==> config.mk <==
export PLATFORM = sky130hd
export DESIGN_NAME = io_input_ctrl
export DESIGN_NICKNAME = d
export VERILOG_FILES = /design/src/rtl/io_input_ctrl.sv
export SDC_FILE = /design/constraint.sdc
export NUM_CORES = 1
export LEC_CHECK = 0
export BUFFER_PORTS_ARGS = -buffer_cell sky130_fd_sc_hd__buf_2
export CORE_MARGIN = 2
export CORE_UTILIZATION = 53
export DETAILED_ROUTE_END_ITERATION = 8
export GPL_TIMING_DRIVEN = 0
export PLACE_DENSITY_LB_ADDON = 0.2
export SETUP_SLACK_MARGIN = 0.1
export SKIP_CTS_REPAIR_TIMING = 1
export SYNTH_ARGS = -nofsm -noshare
export SYNTH_HDL_FRONTEND = slang
export SYNTH_SLANG_ARGS = --single-unit
==> constraint.sdc <==
create_clock -name clk -period 5.62 [get_ports clk]
set_clock_uncertainty 0.05 [all_clocks]
set_input_delay 1.405 -clock clk [delete_from_list [all_inputs] [get_ports clk]]
set_output_delay 1.405 -clock clk [all_outputs]
set_load 0.02 [all_outputs]
==> src/rtl/io_input_ctrl.sv <==
// Memory-mapped KEY/SW input controller: synchronizers, optional debounce
// (enabled by IO_INPUT_DEBOUNCE_EN), ready/overrun flags with write-1-to-clear.
module io_input_ctrl #(
  parameter int               DBITS           = 32,
  parameter logic [DBITS-1:0] ADDR_KEY        = 32'hF0000010,
  parameter logic [DBITS-1:0] ADDR_SW         = 32'hF0000014,
  parameter logic [DBITS-1:0] ADDR_KCTRL      = 32'hF0000110,
  parameter logic [DBITS-1:0] ADDR_SCTRL      = 32'hF0000114,
  parameter logic [15:0]      DEBOUNCE_CYCLES = 16'd50000
) (
  input  logic             clk,
  input  logic             reset,
  input  logic [DBITS-1:0] addr,
  input  logic             wrEn,
  input  logic [DBITS-1:0] wrData,
  input  logic [3:0]       KEY,
  input  logic [9:0]       SW,
  output logic [DBITS-1:0] rdData,
  output logic             hit
);

  logic [3:0] r_key_s1, r_key_s2, r_key_deb;
  logic [9:0] r_sw_s1, r_sw_s2, r_sw_deb;
  logic [3:0] r_krdy, r_kovr;
  logic [9:0] r_srdy, r_sovr;

  logic [3:0] w_key_deb_nxt;
  logic [9:0] w_sw_deb_nxt;

`ifdef IO_INPUT_DEBOUNCE_EN
  logic [3:0]  r_key_cand, w_key_cand_nxt;
  logic [9:0]  r_sw_cand, w_sw_cand_nxt;
  logic [15:0] r_key_cnt, w_key_cnt_nxt;
  logic [15:0] r_sw_cnt, w_sw_cnt_nxt;
  logic [15:0] w_last;

  assign w_last = DEBOUNCE_CYCLES - 16'd1;

  // Debounced value loads on the same edge the counter reaches its last count.
  always_comb begin
    w_key_cand_nxt = r_key_cand;
    w_key_cnt_nxt  = r_key_cnt;
    w_key_deb_nxt  = r_key_deb;
    if (r_key_s2 != r_key_cand) begin
      w_key_cand_nxt = r_key_s2;
      w_key_cnt_nxt  = 16'd0;
    end else if (r_key_cnt != w_last) begin
      w_key_cnt_nxt = r_key_cnt + 16'd1;
      if (w_key_cnt_nxt == w_last) w_key_deb_nxt = r_key_cand;
    end else begin
      w_key_deb_nxt = r_key_cand;
    end

    w_sw_cand_nxt = r_sw_cand;
    w_sw_cnt_nxt  = r_sw_cnt;
    w_sw_deb_nxt  = r_sw_deb;
    if (r_sw_s2 != r_sw_cand) begin
      w_sw_cand_nxt = r_sw_s2;
      w_sw_cnt_nxt  = 16'd0;
    end else if (r_sw_cnt != w_last) begin
      w_sw_cnt_nxt = r_sw_cnt + 16'd1;
      if (w_sw_cnt_nxt == w_last) w_sw_deb_nxt = r_sw_cand;
    end else begin
      w_sw_deb_nxt = r_sw_cand;
    end
  end

  always_ff @(posedge clk) begin
    if (reset) begin
      r_key_cand <= 4'hF;
      r_sw_cand  <= 10'h0;
      r_key_cnt  <= 16'd0;
      r_sw_cnt   <= 16'd0;
    end else begin
      r_key_cand <= w_key_cand_nxt;
      r_sw_cand  <= w_sw_cand_nxt;
      r_key_cnt  <= w_key_cnt_nxt;
      r_sw_cnt   <= w_sw_cnt_nxt;
    end
  end
`else
  assign w_key_deb_nxt = r_key_s2;
  assign w_sw_deb_nxt  = r_sw_s2;
`endif

  logic       w_kwr, w_swr;
  logic [3:0] w_kevt, w_krclr, w_koclr;
  logic [9:0] w_sevt, w_srclr, w_soclr;

  assign w_kwr   = wrEn && (addr == ADDR_KCTRL);
  assign w_swr   = wrEn && (addr == ADDR_SCTRL);
  assign w_krclr = w_kwr ? wrData[3:0]   : 4'h0;
  assign w_koclr = w_kwr ? wrData[11:8]  : 4'h0;
  assign w_srclr = w_swr ? wrData[9:0]   : 10'h0;
  assign w_soclr = w_swr ? wrData[29:20] : 10'h0;
  // KEY is active-low: a press is a debounced 1 -> 0 transition.
  assign w_kevt  = r_key_deb & ~w_key_deb_nxt;
  assign w_sevt  = r_sw_deb ^ w_sw_deb_nxt;

  // An event whose ready bit is being cleared this cycle re-arms ready, not overrun.
  always_ff @(posedge clk) begin
    if (reset) begin
      r_key_s1  <= 4'hF;
      r_key_s2  <= 4'hF;
      r_sw_s1   <= 10'h0;
      r_sw_s2   <= 10'h0;
      r_key_deb <= 4'hF;
      r_sw_deb  <= 10'h0;
      r_krdy    <= 4'h0;
      r_kovr    <= 4'h0;
      r_srdy    <= 10'h0;
      r_sovr    <= 10'h0;
    end else begin
      r_key_s1  <= KEY;
      r_key_s2  <= r_key_s1;
      r_sw_s1   <= SW;
      r_sw_s2   <= r_sw_s1;
      r_key_deb <= w_key_deb_nxt;
      r_sw_deb  <= w_sw_deb_nxt;
      r_krdy    <= (r_krdy & ~w_krclr) | w_kevt;
      r_kovr    <= (r_kovr & ~w_koclr) | (w_kevt & r_krdy & ~w_krclr);
      r_srdy    <= (r_srdy & ~w_srclr) | w_sevt;
      r_sovr    <= (r_sovr & ~w_soclr) | (w_sevt & r_srdy & ~w_srclr);
    end
  end

  always_comb begin
    rdData = '0;
    hit    = 1'b1;
    if (addr == ADDR_KEY)
      rdData = {{(DBITS-4){1'b0}}, ~r_key_deb};
    else if (addr == ADDR_SW)
      rdData = {{(DBITS-10){1'b0}}, r_sw_deb};
    else if (addr == ADDR_KCTRL)
      rdData = {{(DBITS-12){1'b0}}, r_kovr, 4'b0, r_krdy};
    else if (addr == ADDR_SCTRL)
      rdData = {{(DBITS-30){1'b0}}, r_sovr, 10'b0, r_srdy};
    else
      hit = 1'b0;
  end

endmodule
==> results of run 1 <==
-- per-stage QoR --
step / setup slack (ns) / area [µm²]
final: 1.04 / 3960
after detailed placement: 1.09 / 3730
after CTS: 1.09 / 3960
after global placement: 1.11 / 3730
after floorplan: 1.40 / 3170
after global routing: 0.928 / 3960
-- worst paths after layout --
kind                                   from     endpoint  slack (ns)
worst max-delay path                addr[9]    rdData[7]        1.04
worst min-delay path            r_key_s1[3]  r_key_s2[3]        0.36
worst max register to register  r_sw_deb[6]    r_sovr[6]        4.56
worst min register to register  r_key_s1[3]  r_key_s2[3]        0.36
-- layer usage --
| layer | GRT usage (%) | vias up | part of all wire, % |
|---|---|---|---|
| li1 | - | 1344 | - |
| met1 | 29.8 | 1241 | 41 |
| met2 | 41.6 | 114 | 49 |
| met3 | 6.00 | 23 | 8.1 |
| met4 | 11.7 | 0 | 2.7 |
| met5 | 0 | - | 0 |
-- worst max-delay path, delay by kind of cell --
family                 cells  cell delay (ns)
AND/OR/NAND/NOR            3             1.02
AO/OA/AOI/OAI              1             0.17
buffers and inverters      3             0.54
-- Yosys cell counts --
| cell | count | share of area [%] |
|---|---|---|
| o32ai_1 | 3 | 0.84 |
| conb_1 | 1 | 0.12 |
| o31ai_2 | 1 | 0.40 |
| nand4_1 | 1 | 0.20 |
| a221o_1 | 6 | 1.9 |
| nor4_4 | 3 | 2.0 |
| nor4b_1 | 1 | 0.28 |
| or2_2 | 11 | 2.2 |
| xnor2_1 | 10 | 2.8 |
| nand3b_1 | 1 | 0.24 |
| a22o_1 | 8 | 2.2 |
| dfxtp_1 | 70 | 45 |
| buf_4 | 10 | 2.4 |
| inv_1 | 7 | 0.84 |
| nand3_1 | 3 | 0.48 |
| buf_2 | 6 | 0.96 |
| nor2_2 | 1 | 0.20 |
| nor4b_4 | 2 | 1.5 |
| nor4_2 | 2 | 0.80 |
| nor2_1 | 5 | 0.60 |
| nor4_1 | 11 | 2.2 |
| nor3_4 | 1 | 0.52 |
| o31ai_1 | 12 | 2.9 |
| clkbuf_1 | 11 | 1.3 |
| o41ai_2 | 2 | 1.0 |
| buf_6 | 2 | 0.72 |
| nand2_2 | 1 | 0.20 |
| nor2b_1 | 37 | 7.4 |
| a221oi_1 | 1 | 0.28 |
| nand2b_1 | 16 | 3.2 |
| nor3_2 | 7 | 2.2 |
| nor3_1 | 9 | 1.4 |
| o21ai_1 | 5 | 0.80 |
| nor4b_2 | 1 | 0.48 |
| nand2_1 | 28 | 3.3 |
| and4b_1 | 1 | 0.32 |
| o22ai_1 | 14 | 2.8 |
| nand4_4 | 1 | 0.68 |
| and2_1 | 13 | 2.6 |
-- state kept, by name, summed over array words and instances (netlist names) --
signal / cells
r_sw_s2: 10
r_key_deb: 4
r_sw_deb: 10
r_key_s1: 4
r_sw_s1: 10
r_krdy: 4
r_key_s2: 4
r_kovr: 4
r_srdy: 10
r_sovr: 10
-- kinds of logic after synthesis --
logic type | count (synthesis) | share of synthesized area, %
and+or+nand+nor | 156 | 33.1
DFF | 70 | 44.6
AOI/OAI and AO/OA | 52 | 13.2
buffers and inverters | 36 | 6.22
xor gates and xnor gates | 10 | 2.79
other | 1 | 0.119
-- cell usage in the layout (no fill, tap or decap), types with 11 or more instances in the layout --
cell type  instances
buf_2             98
dfxtp_1           70
nor2b_1           37
nand2_1           28
nand2b_1          16
o22ai_1           14
and2_1            13
o31ai_1           12
nor4_1            11
clkbuf_1          11
or2_2             11
-- final cells by class --
class                      instances  area [µm²]  share of cell area (%)
buffer                            29         169                    4.27
clock buffer                      10         138                    3.48
clock inverter                     6        92.6                    2.34
inverter                           7        26.3                   0.664
multi-input combinational        228        1580                    39.8
sequential                        70        1400                    35.4
tap                               75        93.8                    2.37
timing repair buffer              92         460                    11.6
-- report_power, final --
part	internal (W)	total (W)	switching, W
combinational	0.0000465	0.0000941	0.0000477
sequential	0.000518	0.000530	0.0000118
clock	0.000264	0.000455	0.000191
==> impl_metrics.ini, run 1 <==
[setup_path]
cp_data_arrival_time_ns = 3.13
crit_type = in2out
reg2reg_depth = 3
crit_path_frequent_cell = buf_2
cp-start-kind = primary input
path_max_fanout = 10
crit_path_max_incr_delay_ns = 0.43
crit_slowest_cell = nor4b_1
critPathRequiredTime_ns = 4.16
path_cells = buf_2 > nor4b_1 > nand4_1 > nor2_2 > buf_2 > a22o_1 > buf_2
cp-end-kind = primary output

[status]
status = completed

[grt]
grt_pass1_wl_mm = 12.1
grt_overflow = 0
first_global_vias = 2584
grtUsageTotal_pct = 24.8
antenna_found_initial = 0
grt_max_degree = 14

[route]
wl_per_cell_um = 14.8
routed_wl_mm = 7.65
remaining_drc_errors = 0
vias_per_cell = 5.26
drt_first_iter_violations = 165
dr_total_vias = 2722
dr.pass1.iters = 4
antenna_left = 0

[timing]
min_period_ns = 4.58
holdWs_ns = 0.363
finalSetupViolations = 0
slew_headroom_pct = 64.1
finalCritPeriodShare_pct = 81.6
slew_violations = 0
finalSetupTns_ns = 0
finalHoldViolations = 0
tightest_slew_ns = 0.539
fmax_ghz = 0.218
rsz0062_at_grt = false

[floorplanning]
dieHeight_um = 81.0
initial_core_util_pct = 54.0
die_w_um = 81.0
num_rows = 28
core_area_mm2 = 0.00582
io_pins = 114
die_area_mm2 = 0.00655

[synth]
avgSynthCellArea_um2 = 9.66
ys.warnings.count = 0
yosysSeqAreaShare_pct = 44.6
syn_inst = 325
synth_area_mm2 = 0.00314
ys_types = 39
synth-seq-cells = 70

[placement]
dp_cells = 501
portBuffers = 92
gp_congestion = 0.881
hpwlAfterDp_mm = 5.80

[clocking]
insertion_delay_ns = 0.34
cts-buffers-inserted = 9
path_clk_slew_ns = 0.07
cts.sinks = 70
clk_path_buf_depth = 2
cts_max_level = 3
cts-root-buf = clkbuf_8
cts_tree = done

[power_and_ir_drop]
powerDensity_mw_per_mm2 = 273
irDropWorstVdd_mv = 0.269
leakagePower_nw = 1.62
fin_total_pwr_w = 0.00108

[final_layout]
n_antenna_cell = 0
utilization_pct = 68.1
fill_cells = 520
syn2layout_area_growth_pct = 26.1
nets = 518
drive_gt1_share_pct = 36.0
layout.cells.non_filler = 517

[worst_hold_path]
hp-class = reg2reg
holdPathStages = 1

[flow_run]
drv_cap = 0
(Power assumes the default switching activity.)
==> inputs of run 2 (changes only) <==
--- a/config.mk
+++ b/config.mk
@@ -7,7 +7,7 @@
 export LEC_CHECK = 0
 export BUFFER_PORTS_ARGS = -buffer_cell sky130_fd_sc_hd__buf_2
 export CORE_MARGIN = 2
-export CORE_UTILIZATION = 53
+export CORE_UTILIZATION = 49
 export DETAILED_ROUTE_END_ITERATION = 8
 export GPL_TIMING_DRIVEN = 0
 export PLACE_DENSITY_LB_ADDON = 0.2
==> constraint.sdc (replaced) <==
create_clock -name clk -period 4.6 [get_ports clk]
set_clock_uncertainty 0.05 [all_clocks]
set_input_delay 1.15 -clock clk [delete_from_list [all_inputs] [get_ports clk]]
set_output_delay 1.15 -clock clk [all_outputs]
set_load 0.02 [all_outputs]
==> impl_metrics.ini, run 2 (synthesis results as in run 1) <==
[grt]
grt_pass1_wl_mm = 12.0
antenna_found_initial = 0
grtUsageTotal_pct = 21.6
first_global_vias = 2601
grt_max_degree = 15
grt_overflow = 0

[final_layout]
nets = 518
fin_area_mm2 = 0.00396
n_antenna_cell = 0
utilization_pct = 63.0
layout.cells.non_filler = 519
final_common_cell = buf_2
syn2layout_area_growth_pct = 26.0
layout_common_cells = 98 x buf_2, 70 x dfxtp_1, 37 x nor2b_1
drive_gt1_share_pct = 36.0

[setup_path]
cp-end-kind = primary output
crit_type = in2out
crit_path_max_incr_delay_ns = 0.43
path_cells = buf_2 > nor4b_1 > nand4_1 > nor2_2 > buf_2 > a22o_1 > buf_2
path_max_fanout = 10
crit_path_frequent_cell = buf_2
cp_data_arrival_time_ns = 2.85
startpoint = addr[9]
timing.rr.start = r_sw_deb[5]
crit_slowest_cell = nor4b_1
critPathRequiredTime_ns = 3.40
cp-start-kind = primary input

[timing]
slew_violations = 0
rsz0062_at_grt = false
finalCritPeriodShare_pct = 88.1
fmax_ghz = 0.247
tightest_slew_ns = 0.583
slew_headroom_pct = 61.1
min_period_ns = 4.05
finalSetupTns_ns = 0
finalHoldViolations = 0
finalSetupViolations = 0

[placement]
portBuffers = 92
gp_congestion = 0.887
postPlaceCellArea_mm2 = 0.00373
dp_cells = 503
hpwlAfterDp_mm = 5.68

[status]
status = completed

[floorplanning]
initial_core_util_pct = 50.0
num_rows = 29
dieHeight_um = 84.0
die_area_mm2 = 0.00706
io_pins = 114
core_area_mm2 = 0.00628
die_w_um = 84.0

[clocking]
clk_path_buf_depth = 2
cts_tree = done
cts-root-buf = clkbuf_8
path_clk_slew_ns = 0.07
cts-buffers-inserted = 9
insertion_delay_ns = 0.33
cts.sinks = 70
cts_max_level = 3

[route]
dr.pass1.iters = 4
routed_wl_mm = 7.40
vias_per_cell = 5.17
dr_total_vias = 2683
drt_first_iter_violations = 238
antenna_left = 0
wl_per_cell_um = 14.3
remaining_drc_errors = 0

[power_and_ir_drop]
leakagePower_nw = 1.62
powerDensity_mw_per_mm2 = 334
swShare_pct = 24.2
power_frac_clock_pct = 42.4
switching_power_w = 0.000319
irDropWorstVdd_mv = 0.259
fin_total_pwr_w = 0.00132
p_seq_share_pct = 49.0
p_int_w = 0.00100
comb_power_share_pct = 8.6

[worst_hold_path]
hold_path_startpoint = r_key_s1[0]
hp-class = reg2reg

[flow_run]
drv_cap = 0
## run 2: cell types whose count changed in the layout (fill, tap and decap cells not counted), sizes merged
| cell | change |
|---|---|
| inv | +2 |
| clkinvlp | -1 |
| clkbuf | -1 |
## run 2: final cells by class
cell class	count	area, µm²
plain buffers	29	169
clock buffers	9	124
clock inverters	7	103
fillers	576	2320
inverters	7	26.3
multi-input cells	228	1580
flip-flops and latches	70	1400
well taps	77	96.3
repair buffers	92	460
## run 2: critical path: cells and delay by family
kind,cells,cell delay [ns]
AOI/OAI and AO/OA,1,0.18
buffers and inverters,3,0.53
and+or+nand+nor,3,0.99
## run 2: final timing paths
kind | end | slack (ns) | cells after the start
worst min register to register | r_key_s2[0] | 0.36 | 1
worst max register to register | r_sovr[5] | 3.57 | 3
worst max-delay path | rdData[7] | 0.55 | 7
worst min-delay path | r_key_s2[0] | 0.36 | 1
## run 2: power groups by stage
stage	sequential (W)	combinational (W)	clock, W
after floorplan	0.000656	0.0000673	0
after global placement	0.000660	0.000111	0
after detailed placement	0.000661	0.000114	0
after CTS	0.000647	0.000114	0.000566
after global routing	0.000650	0.000126	0.000593
final	0.000647	0.000114	0.000560
## run 2: per-layer routing
layer	global-route usage, %	wire length (µm)	up-vias
met5	0	0	-
met4	10.4	125	0
met3	3.56	509	13
met2	37.0	3670	108
met1	26.2	3090	1212
li1	-	-	1350
## run 2: through the flow
stage / worst slack [ns] / hold slack [ns]
2_1_floorplan: 0.887 / 0.339
3_3_place_gp: 0.581 / 0.343
3_5_place_dp: 0.569 / 0.344
4_1_cts: 0.569 / 0.363
5_1_grt: 0.410 / 0.389
6_report: 0.548 / 0.360
